File: src/rtl/execution_block_p_if.sv
// Operand/opcode handshake and result bundle between decode, the execution
// stage, writeback, data memory and the output port.
interface execution_block_p_if #(
    parameter int WIDTH = 8
);
    logic [WIDTH-1:0] A;
    logic [WIDTH-1:0] B;
    logic [WIDTH-1:0] data_in;
    logic [4:0]       op_dec;
    logic             op_valid;
    logic             ready;
    logic             ans_valid;
    logic [WIDTH-1:0] ans_ex;
    logic [3:0]       flag_ex;
    logic [WIDTH-1:0] DM_data;
    logic [WIDTH-1:0] data_out;

    modport master (
        output A, B, data_in, op_dec, op_valid,
        input  ready, ans_valid, ans_ex, flag_ex, DM_data, data_out
    );

    modport slave (
        input  A, B, data_in, op_dec, op_valid,
        output ready, ans_valid, ans_ex, flag_ex, DM_data, data_out
    );
endinterface

File: src/rtl/execution_block_p.sv
// Execution stage: single-cycle ALU/shift/I-O/store ops and a shift-add
// multiplier behind a valid/ready handshake, with a persistent {Z,C,S,V} register.
module execution_block_p #(
    parameter int WIDTH = 8
) (
    input  logic               clk,
    input  logic               reset,
    execution_block_p_if.slave bus
);
    localparam int CW = $clog2(WIDTH);
    localparam logic [WIDTH-1:0] ONE = {{(WIDTH-1){1'b0}}, 1'b1};

    localparam logic [4:0] OP_ADD  = 5'b00000;
    localparam logic [4:0] OP_ADC  = 5'b00001;
    localparam logic [4:0] OP_SUB  = 5'b00010;
    localparam logic [4:0] OP_SBB  = 5'b00011;
    localparam logic [4:0] OP_AND  = 5'b00100;
    localparam logic [4:0] OP_OR   = 5'b00101;
    localparam logic [4:0] OP_XOR  = 5'b00110;
    localparam logic [4:0] OP_NOT  = 5'b00111;
    localparam logic [4:0] OP_INC  = 5'b01000;
    localparam logic [4:0] OP_DEC  = 5'b01001;
    localparam logic [4:0] OP_SHL  = 5'b01010;
    localparam logic [4:0] OP_SHR  = 5'b01011;
    localparam logic [4:0] OP_ROL  = 5'b01100;
    localparam logic [4:0] OP_ROR  = 5'b01101;
    localparam logic [4:0] OP_ASR  = 5'b01110;
    localparam logic [4:0] OP_CMP  = 5'b01111;
    localparam logic [4:0] OP_MOV  = 5'b10000;
    localparam logic [4:0] OP_IN   = 5'b10001;
    localparam logic [4:0] OP_OUT  = 5'b10010;
    localparam logic [4:0] OP_STO  = 5'b10011;
    localparam logic [4:0] OP_MUL  = 5'b10100;
    localparam logic [4:0] OP_MFHI = 5'b10101;

    typedef enum logic [1:0] {
        ST_IDLE = 2'b00,
        ST_MUL  = 2'b01,
        ST_DONE = 2'b10
    } state_t;

    state_t               state_r;
    state_t               state_next_s;
    logic [WIDTH-1:0]     ans_r;
    logic [3:0]           flag_r;
    logic [WIDTH-1:0]     dm_r;
    logic [WIDTH-1:0]     dout_r;
    logic [WIDTH-1:0]     hi_r;
    logic                 valid_r;
    logic                 ready_r;
    logic [2*WIDTH-1:0]   acc_r;
    logic [WIDTH-1:0]     mcand_r;
    logic [CW-1:0]        cnt_r;

    logic                 accept_s;
    logic                 c_in_s;
    logic [WIDTH:0]       wide_s;
    logic [WIDTH-1:0]     res_s;
    logic                 c_s;
    logic                 v_s;
    logic [3:0]           flag_s;
    logic                 wr_ans_s;
    logic                 wr_flag_s;
    logic                 wr_out_s;
    logic                 wr_dm_s;
    logic                 mul_start_s;
    logic [WIDTH:0]       mul_sum_s;
    logic [2*WIDTH-1:0]   mul_next_s;
    logic                 hi_nz_s;

    function automatic logic add_ovf(input logic [WIDTH-1:0] x,
                                     input logic [WIDTH-1:0] y,
                                     input logic [WIDTH-1:0] r);
        return (x[WIDTH-1] == y[WIDTH-1]) && (r[WIDTH-1] != x[WIDTH-1]);
    endfunction

    function automatic logic sub_ovf(input logic [WIDTH-1:0] x,
                                     input logic [WIDTH-1:0] y,
                                     input logic [WIDTH-1:0] r);
        return (x[WIDTH-1] != y[WIDTH-1]) && (r[WIDTH-1] != x[WIDTH-1]);
    endfunction

    assign accept_s = bus.op_valid & ready_r;
    assign c_in_s   = flag_r[2];

    // Single-cycle result, flag update and write enables for the current opcode.
    always_comb begin
        wide_s      = {(WIDTH+1){1'b0}};
        res_s       = ans_r;
        c_s         = c_in_s;
        v_s         = 1'b0;
        wr_ans_s    = 1'b0;
        wr_flag_s   = 1'b0;
        wr_out_s    = 1'b0;
        wr_dm_s     = 1'b0;
        mul_start_s = 1'b0;
        case (bus.op_dec)
            OP_ADD, OP_ADC: begin
                wide_s    = {1'b0, bus.A} + {1'b0, bus.B}
                          + {{WIDTH{1'b0}}, (bus.op_dec == OP_ADC) & c_in_s};
                res_s     = wide_s[WIDTH-1:0];
                c_s       = wide_s[WIDTH];
                v_s       = add_ovf(bus.A, bus.B, wide_s[WIDTH-1:0]);
                wr_ans_s  = 1'b1;
                wr_flag_s = 1'b1;
            end
            OP_SUB, OP_SBB, OP_CMP: begin
                // Top bit of the widened difference is the borrow.
                wide_s    = {1'b0, bus.A} - {1'b0, bus.B}
                          - {{WIDTH{1'b0}}, (bus.op_dec == OP_SBB) & c_in_s};
                res_s     = wide_s[WIDTH-1:0];
                c_s       = wide_s[WIDTH];
                v_s       = sub_ovf(bus.A, bus.B, wide_s[WIDTH-1:0]);
                wr_ans_s  = (bus.op_dec != OP_CMP);
                wr_flag_s = 1'b1;
            end
            OP_AND: begin res_s = bus.A & bus.B; c_s = 1'b0; wr_ans_s = 1'b1; wr_flag_s = 1'b1; end
            OP_OR:  begin res_s = bus.A | bus.B; c_s = 1'b0; wr_ans_s = 1'b1; wr_flag_s = 1'b1; end
            OP_XOR: begin res_s = bus.A ^ bus.B; c_s = 1'b0; wr_ans_s = 1'b1; wr_flag_s = 1'b1; end
            OP_NOT: begin res_s = ~bus.A;        c_s = 1'b0; wr_ans_s = 1'b1; wr_flag_s = 1'b1; end
            OP_INC: begin
                res_s     = bus.A + ONE;
                v_s       = add_ovf(bus.A, ONE, bus.A + ONE);
                wr_ans_s  = 1'b1;
                wr_flag_s = 1'b1;
            end
            OP_DEC: begin
                res_s     = bus.A - ONE;
                v_s       = sub_ovf(bus.A, ONE, bus.A - ONE);
                wr_ans_s  = 1'b1;
                wr_flag_s = 1'b1;
            end
            OP_SHL: begin res_s = {bus.A[WIDTH-2:0], 1'b0};         c_s = bus.A[WIDTH-1]; wr_ans_s = 1'b1; wr_flag_s = 1'b1; end
            OP_SHR: begin res_s = {1'b0, bus.A[WIDTH-1:1]};         c_s = bus.A[0];       wr_ans_s = 1'b1; wr_flag_s = 1'b1; end
            OP_ROL: begin res_s = {bus.A[WIDTH-2:0], c_in_s};       c_s = bus.A[WIDTH-1]; wr_ans_s = 1'b1; wr_flag_s = 1'b1; end
            OP_ROR: begin res_s = {c_in_s, bus.A[WIDTH-1:1]};       c_s = bus.A[0];       wr_ans_s = 1'b1; wr_flag_s = 1'b1; end
            OP_ASR: begin res_s = {bus.A[WIDTH-1], bus.A[WIDTH-1:1]}; c_s = bus.A[0];     wr_ans_s = 1'b1; wr_flag_s = 1'b1; end
            OP_MOV:  begin res_s = bus.B;       wr_ans_s = 1'b1; end
            OP_IN:   begin res_s = bus.data_in; wr_ans_s = 1'b1; end
            OP_OUT:  wr_out_s    = 1'b1;
            OP_STO:  wr_dm_s     = 1'b1;
            OP_MUL:  mul_start_s = 1'b1;
            OP_MFHI: begin res_s = hi_r; wr_ans_s = 1'b1; end
            default: wr_ans_s = 1'b0;
        endcase
        flag_s = {res_s == {WIDTH{1'b0}}, c_s, res_s[WIDTH-1], v_s};
    end

    // One shift-add iteration: conditionally add the multiplicand to the high half, then shift right.
    always_comb begin
        mul_sum_s  = {1'b0, acc_r[2*WIDTH-1:WIDTH]}
                   + (acc_r[0] ? {1'b0, mcand_r} : {(WIDTH+1){1'b0}});
        mul_next_s = {mul_sum_s, acc_r[WIDTH-1:1]};
        hi_nz_s    = |acc_r[2*WIDTH-1:WIDTH];
    end

    // FSM state register.
    always_ff @(posedge clk or negedge reset) begin
        if (!reset) begin
            state_r <= ST_IDLE;
        end else begin
            state_r <= state_next_s;
        end
    end

    // FSM next-state logic.
    always_comb begin
        state_next_s = state_r;
        case (state_r)
            ST_IDLE: begin
                if (accept_s && mul_start_s) begin
                    state_next_s = ST_MUL;
                end else begin
                    state_next_s = ST_IDLE;
                end
            end
            ST_MUL: begin
                if (cnt_r == {CW{1'b0}}) begin
                    state_next_s = ST_DONE;
                end else begin
                    state_next_s = ST_MUL;
                end
            end
            ST_DONE: state_next_s = ST_IDLE;
            default: state_next_s = ST_IDLE;
        endcase
    end

    // Result, flag, port, hi and multiplier datapath registers.
    always_ff @(posedge clk or negedge reset) begin
        if (!reset) begin
            ans_r   <= {WIDTH{1'b0}};
            flag_r  <= 4'b0000;
            dm_r    <= {WIDTH{1'b0}};
            dout_r  <= {WIDTH{1'b0}};
            hi_r    <= {WIDTH{1'b0}};
            valid_r <= 1'b0;
            ready_r <= 1'b1;
            acc_r   <= {(2*WIDTH){1'b0}};
            mcand_r <= {WIDTH{1'b0}};
            cnt_r   <= {CW{1'b0}};
        end else begin
            valid_r <= 1'b0;
            if (state_r == ST_DONE) begin
                ans_r   <= acc_r[WIDTH-1:0];
                hi_r    <= acc_r[2*WIDTH-1:WIDTH];
                flag_r  <= {acc_r == {(2*WIDTH){1'b0}}, hi_nz_s, acc_r[WIDTH-1], hi_nz_s};
                valid_r <= 1'b1;
                ready_r <= 1'b1;
            end else if (state_r == ST_MUL) begin
                acc_r <= mul_next_s;
                cnt_r <= cnt_r - CW'(1);
            end else if (accept_s) begin
                if (mul_start_s) begin
                    ready_r <= 1'b0;
                    acc_r   <= {{WIDTH{1'b0}}, bus.B};
                    mcand_r <= bus.A;
                    cnt_r   <= CW'(WIDTH - 1);
                end else begin
                    valid_r <= 1'b1;
                    if (wr_ans_s)  ans_r  <= res_s;
                    if (wr_flag_s) flag_r <= flag_s;
                    if (wr_out_s)  dout_r <= bus.A;
                    if (wr_dm_s)   dm_r   <= bus.A;
                end
            end
        end
    end

    assign bus.ready     = ready_r;
    assign bus.ans_valid = valid_r;
    assign bus.ans_ex    = ans_r;
    assign bus.flag_ex   = flag_r;
    assign bus.DM_data   = dm_r;
    assign bus.data_out  = dout_r;

endmodule

File: src/flat_wrapper.sv
// flat-port wrapper written by rule: the top's interface ports become plain ports
module execution_block_p_flat 
#(
    parameter int WIDTH = 8
)
  (clk, reset, bus_A, bus_B, bus_data_in, bus_op_dec, bus_op_valid, bus_ready, bus_ans_valid, bus_ans_ex, bus_flag_ex, bus_DM_data, bus_data_out);
  execution_block_p_if #(.WIDTH(WIDTH)) bus_i ();
  input  logic clk;
  input  logic reset;
  input wire logic [$bits(bus_i.A)-1:0] bus_A;
  input wire logic [$bits(bus_i.B)-1:0] bus_B;
  input wire logic [$bits(bus_i.data_in)-1:0] bus_data_in;
  input wire logic [$bits(bus_i.op_dec)-1:0] bus_op_dec;
  input wire logic [$bits(bus_i.op_valid)-1:0] bus_op_valid;
  output wire logic [$bits(bus_i.ready)-1:0] bus_ready;
  output wire logic [$bits(bus_i.ans_valid)-1:0] bus_ans_valid;
  output wire logic [$bits(bus_i.ans_ex)-1:0] bus_ans_ex;
  output wire logic [$bits(bus_i.flag_ex)-1:0] bus_flag_ex;
  output wire logic [$bits(bus_i.DM_data)-1:0] bus_DM_data;
  output wire logic [$bits(bus_i.data_out)-1:0] bus_data_out;
  assign bus_i.A = bus_A;
  assign bus_i.B = bus_B;
  assign bus_i.data_in = bus_data_in;
  assign bus_i.op_dec = bus_op_dec;
  assign bus_i.op_valid = bus_op_valid;
  assign bus_ready = bus_i.ready;
  assign bus_ans_valid = bus_i.ans_valid;
  assign bus_ans_ex = bus_i.ans_ex;
  assign bus_flag_ex = bus_i.flag_ex;
  assign bus_DM_data = bus_i.DM_data;
  assign bus_data_out = bus_i.data_out;
  execution_block_p #(.WIDTH(WIDTH)) u_core (.clk(clk), .reset(reset), .bus(bus_i));
endmodule
File: config.mk
export PLATFORM = sky130hd
export DESIGN_NAME = execution_block_p_flat
export DESIGN_NICKNAME = d
export VERILOG_FILES = /design/src/rtl/execution_block_p_if.sv /design/src/rtl/execution_block_p.sv /design/src/flat_wrapper.sv
export SDC_FILE = /design/constraint.sdc
export NUM_CORES = 1
export LEC_CHECK = 0
export CORE_MARGIN = 5
export CORE_UTILIZATION = 35
export CTS_CLUSTER_DIAMETER = 50
export DETAILED_ROUTE_END_ITERATION = 7
export GPL_TIMING_DRIVEN = 0
export MAX_ROUTING_LAYER = met4
export PLACE_DENSITY = 0.54
export SETUP_SLACK_MARGIN = 0.4
export SYNTH_ARGS = -nofsm -noshare
export SYNTH_HDL_FRONTEND = slang
export SYNTH_SLANG_ARGS = --single-unit
File: constraint.sdc
create_clock -name clk -period 7.1 [get_ports clk]
set_input_delay 1.065 -clock clk [delete_from_list [all_inputs] [get_ports clk]]
set_output_delay 1.065 -clock clk [all_outputs]
set_load 0.02 [all_outputs]
==> results.md <==
- Run status: finished clean
- # nets final: 797
- Critical Path End Type: flop
- CTS Sinks: 67
- Max Fclk: 186 MHz
- WS Path Type: in -> reg
- Area leader, netlist: dfrtp_1
- Top cells by area, synth: dfrtp_1 29%, ha_1 10%, mux2_2 5.4%
- I/O Buffers: 59
- Final instance area: 6830 sq um
- DRC Markers: 0
- Top_reg_cell synth: dfrtp_1
- Final Skew: 0.00519 ns
- Required @ worst endpoint: 7.36 ns
- Layout cells sized above 1: 10.7%
- Min-delay worst type: reg -> reg
- Final setup vio count: 0
- Mapped cell area: 5640 sq um
- Util after Layout: 43.1%
- Crit-path slowest cell: o32ai_1
- Number of cells on the critical path: 13
- Post-synthesis async set-or-reset flop share: 100%
- Longest Clk Path Bufs: 2
- WL final: 22500 um
- P_leak: 0.00289 uW
- Worst Tran Pin Value: 1.17 ns
- Clock root buffer: clkbuf_16
- CP bufs+invs: 2
- DP HPWL: 17600 um
- Max_cap viols: 0
- Clk_lat worst skew: 0.35 ns
- Syn nets: 726
- Pin count of the biggest net entering global routing: 68
- Fill count: 1581
- Post-synth top area share: 29.3%
- CTS tree: done
- Period Utilization, post-route: 75.6%
- Global Route Usage Sum: 25.4%
- RSZ-0062 raised after global routing: false
- Initial drt markers: 447
- Crit path largest cell delay: 0.58 ns
- First-pass GRT wire length: 34200 um
- Max VDD drop: 136 uV
- Register area: 1680 sq um
- H-tree depth: 3
- Max transition margin: 21.9%
- Die width: 137 um
- Synth cell types: 80
- Row count: 46
- IO Count: 62
- Drt pass-1 iters: 5
- Initial core utilization: 35.6%
- #FFs+latches synth: 67
- Worst endpoint data arrival time: 5.62 ns
- Global route overflow: 0
- Hold slack: 0.481 ns
- CTS Buf Count: 9
- CP delay by family, top: compound AO/OA/AOI/OAI gates
- Area growth syn-to-layout: 21.1%
- Die Y: 137 um
- Cells on worst reg2reg path: 10
- PostCTS Resize Cnt: 0
- Vias: 5461
- N_diodes: 0
- Worst-path fanout max: 10
- GPL Wtd Cong: 0.970
- Multi-input logic area: 3610 sq um
- Cell breakdown of the critical path: clkdlybuf4s50_1 > nor2b_1 > clkbuf_1 > nand4_1 > fa_1 > fa_1 > o21ai_0 > nor2b_1 > xnor2_1 > a221o_1 > o32ai_1 > nand4_1 > o31ai_2
- Tmin final: 5.36 ns
- Syn. warnings: 0
- Vias per std cell: 5.85
- Number of synthesized flops with an enable pin: 0
- Number of global-route vias before repair: 5404
- Max Transition Viols Final: 0
- Die area: 18700 sq um
- Antenna violation net count after detailed routing: 0
- Syn Area/Cell: 8.78 sq um
- PwrDens: 277 nW/um^2
- Startpoint types: input port
- Total Negative Setup Slacks: 0 ns
- Mapped Cells: 642
- Wire per inst: 24.0 um
- CORE AREA: 15800 sq um
- Placement-stage cell area: 6510 sq um
- Clk pin slew, worst setup/hold paths: 0.06 ns
- Total chip power: 1890 uW
- Post-CTS setup buffer count: 0
- Final Hold Viols: 0
- Initial antenna violation count: 0
- CTS Hold Buffers Added: 0
- Sequential fraction of the synthesis area: 29.8%
- Worst Hold Depth: 2
## state kept, by name (all words and copies together) (netlist names)
name                  count
u_core.bus.ans_valid      1
u_core.bus.DM_data        8
u_core.mcand_r            8
u_core.bus.flag_ex        4
u_core.bus.ready          1
u_core.bus.data_out       8
u_core.cnt_r              3
u_core.bus.ans_ex         8
u_core.state_r            2
u_core.hi_r               8
u_core.acc_r             16
## synthesized netlist by cell type (5+ instances only)
master,instances
xnor2_1,11
inv_1,43
clkbuf_1,23
a32oi_1,5
nor2_1,34
mux2i_1,14
o21a_1,9
ha_1,47
dfrtp_1,66
nand2_1,51
fa_1,5
and3_1,7
a31oi_1,8
and2_1,11
mux2_2,27
o21ai_0,47
buf_2,9
o221ai_1,5
o211ai_1,6
nand3_1,25
nor2b_1,7
o31ai_1,6
nand4_1,11
nor3_1,22
nor4_1,8
a21oi_1,23
nor3b_1,5
## power by group
| group | internal [uW] | switching, uW |
|---|---|---|
| registers | 508 | 102 |
| clock network | 308 | 177 |
| logic | 335 | 460 |
## stage by stage
step	setup slack [ns]	cells
final	1.74	934
after CTS	1.82	934
after floorplan	2.91	642
after global placement	1.02	917
after detailed placement	1.47	918
after global routing	1.65	934
## worst min-delay path: stages, from the launching register on
cell     delay, ns
dfrtp_1       0.34
nand2_1       0.04
o21ai_0       0.06
## path summary, 6_finish.rpt
| check | from | end | slack [ns] |
|---|---|---|---|
| worst min-delay path | u_core.bus.DM_data[7] | u_core.bus.DM_data[7] | 0.48 |
| max in group asynchronous | reset | u_core.bus.ans_ex[2] | 5.68 |
| worst min register to register | u_core.bus.DM_data[7] | u_core.bus.DM_data[7] | 0.48 |
| worst max register to register | u_core.bus.flag_ex[2] | u_core.bus.flag_ex[3] | 3.36 |
| min in group asynchronous | reset | u_core.acc_r[13] | 0.82 |
| worst max-delay path | bus_op_dec[4] | u_core.bus.flag_ex[3] | 1.74 |
## area by class of cell
type                            instances  share of cell area [%]
Multi-Input combinational cell        493                    52.9
Clock buffer                           10                    3.35
Buffer                                 38                    2.80
Timing Repair Buffer                   60                    8.69
Sequential cell                        67                    24.6
Inverter                               44                    2.42
Clock inverter                          6                    1.32
Tap cell                              216                    3.96
## cells by family after synthesis
kind of cell               after synthesis  share of synthesized area [%]
adders and majority gates               52                           12.2
AOI/OAI and AO/OA                      165                           20.3
DFF                                     67                           29.8
buffers and inverters                   82                           6.32
xor gates and xnor gates                15                           2.33
and+or+nand+nor                        219                           20.9
muxes                                   42                           8.14
## layer usage
layer	up-vias	part of all wire [%]	track usage (%)
li1	2502	-	-
met1	2702	45	34.2
met2	209	46	38.8
met3	48	5.9	3.97
met4	0	3.5	8.59
met5	-	0	-
## placed cells by master, fill, tap and decap left out, drive strengths merged, types with 14 or more instances in the layout
cell and count:
clkdlybuf4s50 58, dfrtp 66, buf 17, clkbuf 33
nand2 51, inv 44, mux2i 14, ha 47
mux2 28, o21ai 49, nor3 22, nand3 25
a21oi 23, nor2 35
No activity file was read; power rests on OpenSTA's default activity.
